--- src/rtl/midi_pkg.sv ---
// Shared MIDI constants and types for the MIDI transmit/receive blocks.
// Latency: n/a (declarations only).
// Backpressure: n/a.
package midi_pkg;

    localparam int MIDI_BAUD       = 31250;
    localparam int CLK_HZ          = 12000000;
    // System clocks per serial bit at the default clock (384 at 12 MHz).
    localparam int CLK_DIV_DEFAULT = CLK_HZ / MIDI_BAUD;

    // Top bit set marks a MIDI status byte; kept here for the parsing blocks.
    localparam logic [7:0] MIDI_STATUS_MASK = 8'h80;

    typedef enum logic [1:0] {
        ST_IDLE  = 2'd0,
        ST_START = 2'd1,
        ST_DATA  = 2'd2,
        ST_STOP  = 2'd3
    } tx_state_e;

endpackage

--- src/rtl/sync_fifo.sv ---
// Generic synchronous circular-buffer FIFO with occupancy count.
// Latency: a pushed word is visible at pop_data_o the cycle after the push edge.
// Backpressure: caller must not push when full_o or pop when empty_o; push+pop on one edge keeps count.
// Ports: clk/reset (sync, active-high); push_i/push_data_i write side; pop_i/pop_data_o
//        read side (pop_data_o is the current head, combinational); count_o/full_o/empty_o status.
module sync_fifo #(
    parameter int WIDTH = 8,
    parameter int DEPTH = 4,
    parameter int CNT_W = 3
) (
    input  logic             clk,
    input  logic             reset,
    input  logic             push_i,
    input  logic [WIDTH-1:0] push_data_i,
    input  logic             pop_i,
    output logic [WIDTH-1:0] pop_data_o,
    output logic [CNT_W-1:0] count_o,
    output logic             full_o,
    output logic             empty_o
);

    localparam int PTR_W = (DEPTH > 1) ? $clog2(DEPTH) : 1;

    logic [WIDTH-1:0] mem_q [DEPTH];
    logic [PTR_W-1:0] wr_ptr_q;
    logic [PTR_W-1:0] rd_ptr_q;
    logic [CNT_W-1:0] count_q;

    // DEPTH is a power of two, so the pointers wrap by plain overflow.
    always_ff @(posedge clk) begin
        if (reset) begin
            wr_ptr_q <= '0;
            rd_ptr_q <= '0;
            count_q  <= '0;
        end else begin
            if (push_i) wr_ptr_q <= wr_ptr_q + PTR_W'(1);
            if (pop_i)  rd_ptr_q <= rd_ptr_q + PTR_W'(1);
            case ({push_i, pop_i})
                2'b10:   count_q <= count_q + CNT_W'(1);
                2'b01:   count_q <= count_q - CNT_W'(1);
                default: count_q <= count_q;
            endcase
        end
    end

    // Storage needs no reset: count and pointers define which entries are live.
    always_ff @(posedge clk) begin
        if (push_i) mem_q[wr_ptr_q] <= push_data_i;
    end

    assign pop_data_o = mem_q[rd_ptr_q];
    assign count_o    = count_q;
    assign full_o     = (count_q == CNT_W'(DEPTH));
    assign empty_o    = (count_q == '0);

endmodule

--- src/rtl/midi_uart_tx.sv ---
// MIDI 8N1 serial transmitter fed from a byte FIFO over a valid/ready handshake.
// Latency: byte pushed into an empty idle block starts its start bit on the next edge; frame = 10*CLK_DIV clocks.
// Backpressure: tx_ready low while the FIFO is full; held bytes are accepted as frames drain, none dropped.
// Ports: clk/reset (sync, active-high); tx_data/tx_valid/tx_ready byte input handshake;
//        midi_out registered serial line (idle high); busy; fifo_count (bytes waiting, excluding the one shifting).
module midi_uart_tx
    import midi_pkg::*;
#(
    parameter int CLK_DIV    = CLK_DIV_DEFAULT,
    parameter int FIFO_DEPTH = 4,
    parameter int CNT_W      = $clog2(FIFO_DEPTH) + 1
) (
    input  logic             clk,
    input  logic             reset,
    input  logic [7:0]       tx_data,
    input  logic             tx_valid,
    output logic             tx_ready,
    output logic             midi_out,
    output logic             busy,
    output logic [CNT_W-1:0] fifo_count
);

    localparam logic [15:0] DIV_M1 = 16'(CLK_DIV - 1);

    tx_state_e   state_q;
    logic [15:0] baud_cnt_q;
    logic [2:0]  bit_idx_q;
    logic [7:0]  shift_q;
    logic        midi_out_q;

    logic        fifo_push;
    logic        fifo_pop;
    logic [7:0]  fifo_head;
    logic        fifo_full;
    logic        fifo_empty;

    assign fifo_push = tx_valid & tx_ready;

    // A byte leaves the FIFO either from idle or exactly as a stop bit expires,
    // which is what makes back-to-back frames seamless.
    always_comb begin
        fifo_pop = 1'b0;
        if (!fifo_empty) begin
            if (state_q == ST_IDLE)
                fifo_pop = 1'b1;
            else if (state_q == ST_STOP && baud_cnt_q == '0)
                fifo_pop = 1'b1;
        end
    end

    sync_fifo #(
        .WIDTH (8),
        .DEPTH (FIFO_DEPTH),
        .CNT_W (CNT_W)
    ) u_fifo (
        .clk         (clk),
        .reset       (reset),
        .push_i      (fifo_push),
        .push_data_i (tx_data),
        .pop_i       (fifo_pop),
        .pop_data_o  (fifo_head),
        .count_o     (fifo_count),
        .full_o      (fifo_full),
        .empty_o     (fifo_empty)
    );

    // Each bit is held for CLK_DIV edges: the counter is loaded with CLK_DIV-1
    // on the edge that drives the bit and the next bit is driven when it reads 0.
    always_ff @(posedge clk) begin
        if (reset) begin
            state_q    <= ST_IDLE;
            baud_cnt_q <= '0;
            bit_idx_q  <= '0;
            shift_q    <= '0;
            midi_out_q <= 1'b1;
        end else begin
            case (state_q)
                ST_IDLE: begin
                    if (fifo_pop) begin
                        shift_q    <= fifo_head;
                        baud_cnt_q <= DIV_M1;
                        midi_out_q <= 1'b0;
                        state_q    <= ST_START;
                    end else begin
                        midi_out_q <= 1'b1;
                    end
                end
                ST_START: begin
                    if (baud_cnt_q == '0) begin
                        baud_cnt_q <= DIV_M1;
                        bit_idx_q  <= '0;
                        midi_out_q <= shift_q[0];
                        state_q    <= ST_DATA;
                    end else begin
                        baud_cnt_q <= baud_cnt_q - 16'd1;
                    end
                end
                ST_DATA: begin
                    if (baud_cnt_q == '0) begin
                        baud_cnt_q <= DIV_M1;
                        if (bit_idx_q == 3'd7) begin
                            midi_out_q <= 1'b1;
                            state_q    <= ST_STOP;
                        end else begin
                            // shift_q[0] is the bit on the line; [1] is next.
                            bit_idx_q  <= bit_idx_q + 3'd1;
                            shift_q    <= shift_q >> 1;
                            midi_out_q <= shift_q[1];
                        end
                    end else begin
                        baud_cnt_q <= baud_cnt_q - 16'd1;
                    end
                end
                ST_STOP: begin
                    if (baud_cnt_q == '0) begin
                        if (fifo_pop) begin
                            shift_q    <= fifo_head;
                            baud_cnt_q <= DIV_M1;
                            midi_out_q <= 1'b0;
                            state_q    <= ST_START;
                        end else begin
                            state_q    <= ST_IDLE;
                        end
                    end else begin
                        baud_cnt_q <= baud_cnt_q - 16'd1;
                    end
                end
                default: begin
                    state_q    <= ST_IDLE;
                    midi_out_q <= 1'b1;
                end
            endcase
        end
    end

    assign tx_ready = ~fifo_full;
    assign midi_out = midi_out_q;
    assign busy     = (state_q != ST_IDLE) || !fifo_empty;

endmodule
--- config.mk ---
export PLATFORM = sky130hd
export DESIGN_NAME = midi_uart_tx
export DESIGN_NICKNAME = d
export VERILOG_FILES = /design/src/rtl/midi_pkg.sv /design/src/rtl/sync_fifo.sv /design/src/rtl/midi_uart_tx.sv
export SDC_FILE = /design/constraint.sdc
export NUM_CORES = 1
export LEC_CHECK = 0
export BUFFER_PORTS_ARGS = -buffer_cell sky130_fd_sc_hd__buf_2
export CAP_MARGIN = 20
export CORE_AREA = 2 2 82 99
export DETAILED_ROUTE_END_ITERATION = 8
export DIE_AREA = 0 0 84 101
export HOLD_SLACK_MARGIN = 0.08
export PLACE_DENSITY = 0.7
export SETUP_SLACK_MARGIN = 0.02
export SLEW_MARGIN = 5
export SYNTH_ARGS = -nofsm -noshare
export SYNTH_HDL_FRONTEND = slang
export SYNTH_SLANG_ARGS = --single-unit
--- constraint.sdc ---
create_clock -name clk -period 8.4 [get_ports clk]
set_input_delay 0.84 -clock clk [delete_from_list [all_inputs] [get_ports clk]]
set_output_delay 0.84 -clock clk [all_outputs]
set_load 0.03 [all_outputs]
==> out/metrics.yaml, run 1 <==
holdBufCountCts: 0
clk_pin_slew_worst_paths_ns: 0.08
clkPwrFrac_pct: 20.3
vias_per_cell: 5.986
drt_wl_total_mm: 6.978
fp.coreArea_sq_mm: 0.007576
setup_slack_ns: 5.320
route.detailed.drc: 0
period_needed_ns: 3.080
clockBufferDepth: 2
worst_hold_slack_ns: 0.4764
syn_avg_cell_area_sq_um: 10.68
cp_data_arrival_time_ns: 3.36
slew_violations: 0
grt_pass1_wl_mm: 11.74
worstSetupEndpointType: "register"
root_buffer: "clkbuf_8"
num_vias: 2616
internal_power_w: 0.0008734
cts_max_level: 3
worst_pin_slew_ns: 0.8153
wl_per_cell_microns: 15.97
io_pins: 17
finalSetupViolations: 0
rows: 35
fin_crit_sh_pct: 36.66
hold_violations: 0
synthToLayoutAreaGrowth_pct: 10.05
synth_ff_type: "dfxtp_1"
worstPathRequired_ns: 8.68
drt_iter0_markers: 178
clock_sink_count: 71
dr.pass1.iters: 5
pre_cts_slack_ns: 5.367
path_max_fanout: 9
layout_common_cells: "39 x dfxtp_1, 32 x edfxtp_1, 29 x a21oi_1"
layout.nets: 365
grt-ovfl-total: 0
grt_pass1_vias: 2507
cts-resized-gates: 0
fmax_mhz: 324.7
power.total_w: 0.001517
post_cts_buffers: 0
io_buffers: 16
yosysSeqAreaShare_pct: 49.59
slew_headroom_pct: 45.65
synth_edf_count: 32
die_h_microns: 101
p_sw_share_pct: 42.43
grt_start_max_net_pins: 33
synth.distinct_cells: 54
start_util_pct: 46.36
tns_ns: 0
layout-drive-gt1-share_pct: 15.07
die_w_microns: 84
holdCritPathClass: "reg -> reg"
antenna_found_initial: 0
drv_cap: 0
power_leakage_nw: 1.436
netSwitchingPower_w: 0.0006437
ant_nets: 0
ir_worst_vdd_v: 0.0001883
cts_tree: "built"
status: "finished clean"
syn-num-nets: 354
grt_usage_pct: 17.34
ys_ff_latch: 71
cp-start-kind: "register"
gp_congestion: 0.8878
critPathKind: "reg -> reg"
die-area_sq_mm: 0.008484
final_common_cell: "dfxtp_1"
hpwl_mm: 4.825
yosysWarnings: 0
rsz0062_at_grt: "false"
syn-cell-area_sq_mm: 0.003512
cellPowerDensity_mw_per_mm2: 392.5
clock_latency_ns: 0.34
numCtsBuffers: 9
synthArstFlopShare_pct: 0
clock_skew_ns: 0.009366
p_comb_share_pct: 45.8
diodes: 0
seqPwrFrac_pct: 33.9
syn_inst: 329
final timing paths:
kind	startpoint	end	slack, ns	cells past startpoint
worst min-delay path	shift_q[0]	shift_q[0]	0.48	2
worst min register to register	shift_q[0]	shift_q[0]	0.48	2
worst max-delay path	baud_cnt_q[1]	u_fifo.count_o[2]	5.32	13
worst max register to register	baud_cnt_q[1]	u_fifo.count_o[2]	5.32	13
cell usage after synthesis, types with 2 or more instances:
library cell | n | area [sq um]
dfxtp_1 | 39 | 780.8
edfxtp_1 | 32 | 960.9
a21oi_1 | 29 | 145.1
o21ai_0 | 27 | 135.1
nor2_1 | 25 | 93.84
inv_1 | 17 | 63.81
or3_1 | 14 | 87.58
ha_1 | 13 | 162.7
nand2_1 | 13 | 48.80
clkbuf_1 | 12 | 45.04
mux2i_1 | 8 | 80.08
mux4_2 | 8 | 180.2
a21o_1 | 6 | 45.04
a31oi_1 | 6 | 37.54
nor3_1 | 6 | 30.03
nand3_1 | 5 | 25.02
and3_1 | 4 | 25.02
nor3b_1 | 4 | 30.03
o31ai_1 | 4 | 30.03
xor2_1 | 4 | 35.03
buf_2 | 3 | 15.01
nand4_1 | 3 | 18.77
nor4_1 | 3 | 18.77
o211ai_1 | 3 | 22.52
o22ai_1 | 3 | 18.77
or4_1 | 3 | 22.52
a2111oi_0 | 2 | 17.52
a211o_1 | 2 | 17.52
a211oi_1 | 2 | 15.01
a21oi_2 | 2 | 17.52
nor4_4 | 2 | 42.54
o41ai_1 | 2 | 17.52
or2_2 | 2 | 12.51
metrics by stage:
stage / utilization (%) / cells / instance area (sq um)
floorplan: - / 329 / 3512
CTS: 51.02 / 437 / 3865
finish: 51.02 / 437 / 3865
global placement: 47.99 / 421 / 3636
global route: 51.02 / 437 / 3865
detailed placement: 47.99 / 421 / 3636
cell type report:
| type | count | area (sq um) |
|---|---|---|
| clock inverters | 7 | 105.1 |
| multi-input cells | 225 | 1635 |
| flip-flops and latches | 71 | 1742 |
| repair buffers | 16 | 80.08 |
| well taps | 92 | 115.1 |
| inverters | 17 | 63.81 |
| fillers | 684 | 3711 |
| clock buffers | 9 | 123.9 |
worst max-delay path, stage by stage (launching register included):
cell and delay (ns):
dfxtp_1 0.34, inv_1 0.12, ha_1 0.18, nor4b_2 0.27, nand4_2 0.30, a21oi_2 0.31, nand2_1 0.16, inv_1 0.11
ha_1 0.17, inv_1 0.06, fa_1 0.38, xor2_1 0.16, or3_1 0.30, a21oi_1 0.14
sequential cells by signal, indices dropped and copies added (netlist names), named ones only:
signal	count
u_fifo.wr_ptr_q	2
u_fifo.mem_q	32
baud_cnt_q	16
shift_q	8
u_fifo.rd_ptr_q	2
state_q	2
midi_out	1
u_fifo.count_o	3
bit_idx_q	3
power by group through the flow:
stage	logic, W	registers [W]	clock network [W]
6_report	0.000695	0.000514	0.000308
2_1_floorplan	0.000545	0.000509	0
3_5_place_dp	0.000684	0.000522	0
5_1_grt	0.000773	0.000527	0.000331
4_1_cts	0.000690	0.000515	0.000316
3_3_place_gp	0.000674	0.000519	0
routing by layer:
metal / part of all wire [%] / wire length [microns] / vias up / track usage [%]
met5: 0 / 0 / - / 0
met4: 1.7 / 116 / 0 / 7.320
met3: 4.7 / 326 / 17 / 3.440
met2: 52 / 3613 / 82 / 30.77
met1: 42 / 2923 / 1250 / 20.55
li1: - / - / 1267 / -
kinds of logic after synthesis:
group | count (synthesis) | share of synthesized area [%]
xor gates and xnor gates | 5 | 1.247
AOI/OAI and AO/OA | 95 | 16.64
buffers and inverters | 33 | 3.847
adders and majority gates | 14 | 5.201
and+or+nand+nor | 95 | 16.07
muxes | 16 | 7.410
DFF | 71 | 49.59
Note: power is estimated with default switching activity, not from simulation.
==> run 2: changes to the inputs <==
==> constraint.sdc (replaced) <==
create_clock -name clk -period 3.03 [get_ports clk]
set_input_delay 0.303 -clock clk [delete_from_list [all_inputs] [get_ports clk]]
set_output_delay 0.303 -clock clk [all_outputs]
set_load 0.03 [all_outputs]
==> out/metrics.yaml, run 2 (synthesis results as in run 1) <==
worstSetupEndpointType: "register"
fill_cells: 659  # -3.7%
worstPathRequired_ns: 3.32  # -5.36 ns
drt_iter0_markers: 210  # +18%
final_util_pct: 51.40  # +0.38 points
power_leakage_nw: 1.452  # +1.1%
ant_nets: 0  # unchanged
hp-start: "tx_data[2]"
crit_start: "baud_cnt_q[1]"
dr.pass1.iters: 4  # -1
die_h_microns: 101  # unchanged
setup_slack_ns: 0.1969  # -5.123 ns
fmax_mhz: 353.0  # +8.7%
cellPowerDensity_mw_per_mm2: 1075  # +170%
final_common_cell: "dfxtp_1"
cp_data_arrival_time_ns: 3.12  # -0.24 ns
slew_violations: 0  # unchanged
gp_congestion: 0.8303  # -6.5%
clockBufferDepth: 2  # unchanged
critPathKind: "reg -> reg"
top_regs: "u_fifo.mem_q (32), baud_cnt_q (16), shift_q (8)"
status: "finished clean"
largest-register: "u_fifo.mem_q"
instances_no_fill: 443  # +1.4%
clock_sink_count: 71  # unchanged
antenna_found_initial: 0  # unchanged
holdCritPathClass: "in -> reg"
grt_start_max_net_pins: 32  # -3.0%
finalSetupViolations: 0  # unchanged
hold_violations: 0  # unchanged
cts_tree: "built"
io_buffers: 16  # unchanged
numCtsBuffers: 9  # unchanged
ir_worst_vdd_v: 0.0004933  # +160%
grt_pass1_vias: 2552  # +1.8%
drv_cap: 0  # unchanged
worst_pin_slew_ns: 0.6993  # -0.1160 ns
grt_pass1_wl_mm: 11.97  # +1.9%
slew_headroom_pct: 53.02  # +7.4 points
hpwl_mm: 4.881  # +1.2%
clk_pin_slew_worst_paths_ns: 0.08  # about the same
wl_per_cell_microns: 15.84  # -0.80%
drt_wl_total_mm: 7.017  # +0.56%
clock_latency_ns: 0.35  # about the same
cts-resized-gates: 0  # unchanged
path_max_fanout: 5  # -4
route.detailed.drc: 0  # unchanged
vias_per_cell: 5.833  # -2.6%
holdBufCountCts: 0  # unchanged
fin_crit_sh_pct: 93.50  # +57 points
pre_cts_slack_ns: 0.2122  # -5.155 ns
place_inst: 427  # +1.4%
num_vias: 2584  # -1.2%
grt-ovfl-total: 0  # unchanged
diodes: 0  # unchanged
fp.coreArea_sq_mm: 0.007576  # unchanged
die_w_microns: 84  # unchanged
layout-drive-gt1-share_pct: 16.52  # +1.5 points
layout.nets: 371  # +1.6%
post_cts_buffers: 0  # unchanged
period_needed_ns: 2.833  # -0.2467 ns
clock_skew_ns: 0.008541  # -0.0008257 ns
rows: 35  # unchanged
cp-start-kind: "register"
die-area_sq_mm: 0.008484  # unchanged
r2r_start: "baud_cnt_q[1]"
grt_usage_pct: 17.79  # +0.45 points
largest_reg_flops: 32  # unchanged
io_pins: 17  # unchanged
cts_max_level: 3  # unchanged
synthToLayoutAreaGrowth_pct: 10.87
root_buffer: "clkbuf_8"
worst_hold_slack_ns: 0.1646  # -0.3118 ns
start_util_pct: 46.36  # unchanged
layout_common_cells: "39 x dfxtp_1, 32 x edfxtp_1, 29 x a21oi_1"
[run 2: per-layer routing]
layer  global-route usage, %  part of all wire (%)
met1                   21.17                    43
met2                   30.83                    52
met3                   3.604                   3.2
met4                   8.685                   1.7
met5                       0                     0
[run 2: final timing paths]
| check | slack, ns | cells past startpoint | end |
|---|---|---|---|
| setup reg to reg | 0.20 | 13 | u_fifo.count_o[2] |
| setup / recovery | 0.20 | 13 | u_fifo.count_o[2] |
| hold reg to reg | 0.48 | 2 | shift_q[6] |
| hold / removal | 0.16 | 1 | u_fifo.mem_q[3][2] |
[run 2: report_power, final]
group          total [W]  internal (W)  switching, W
Sequential       0.00142       0.00122      0.000204
Combinational    0.00199      0.000771       0.00122
Clock           0.000767      0.000388      0.000379
Total            0.00418       0.00238       0.00181
[run 2: cell type report]
cell class | count | area [sq um] | share of cell area (%)
inverter | 17 | 63.81 | 1.639
clock inverter | 7 | 80.08 | 2.057
tap | 92 | 115.1 | 2.956
timing repair buffer | 22 | 125.1 | 3.213
sequential | 71 | 1742 | 44.73
clock buffer | 9 | 123.9 | 3.181
multi-input combinational | 225 | 1644 | 42.22
[run 2: critical path, cell delays in order (launching register included)]
cell and delay, ns:
dfxtp_1 0.34, inv_1 0.12, ha_1 0.20, nor4b_4 0.26, nand4_2 0.16, a21oi_2 0.23
nand2_1 0.15, inv_1 0.11, ha_1 0.18, inv_1 0.06, fa_1 0.37, xor2_1 0.16
or3_1 0.31, a21oi_1 0.13
[run 2: metrics by stage]
step	power [W]	setup TNS (ns)	instance area [sq um]
final	0.004184	0	3894
after global routing	0.004500	-0.01957	3894
after CTS	0.004164	0	3885
after detailed placement	0.003391	0	3681
after global placement	0.003367	0	3681
after floorplan	0.002920	0	3512
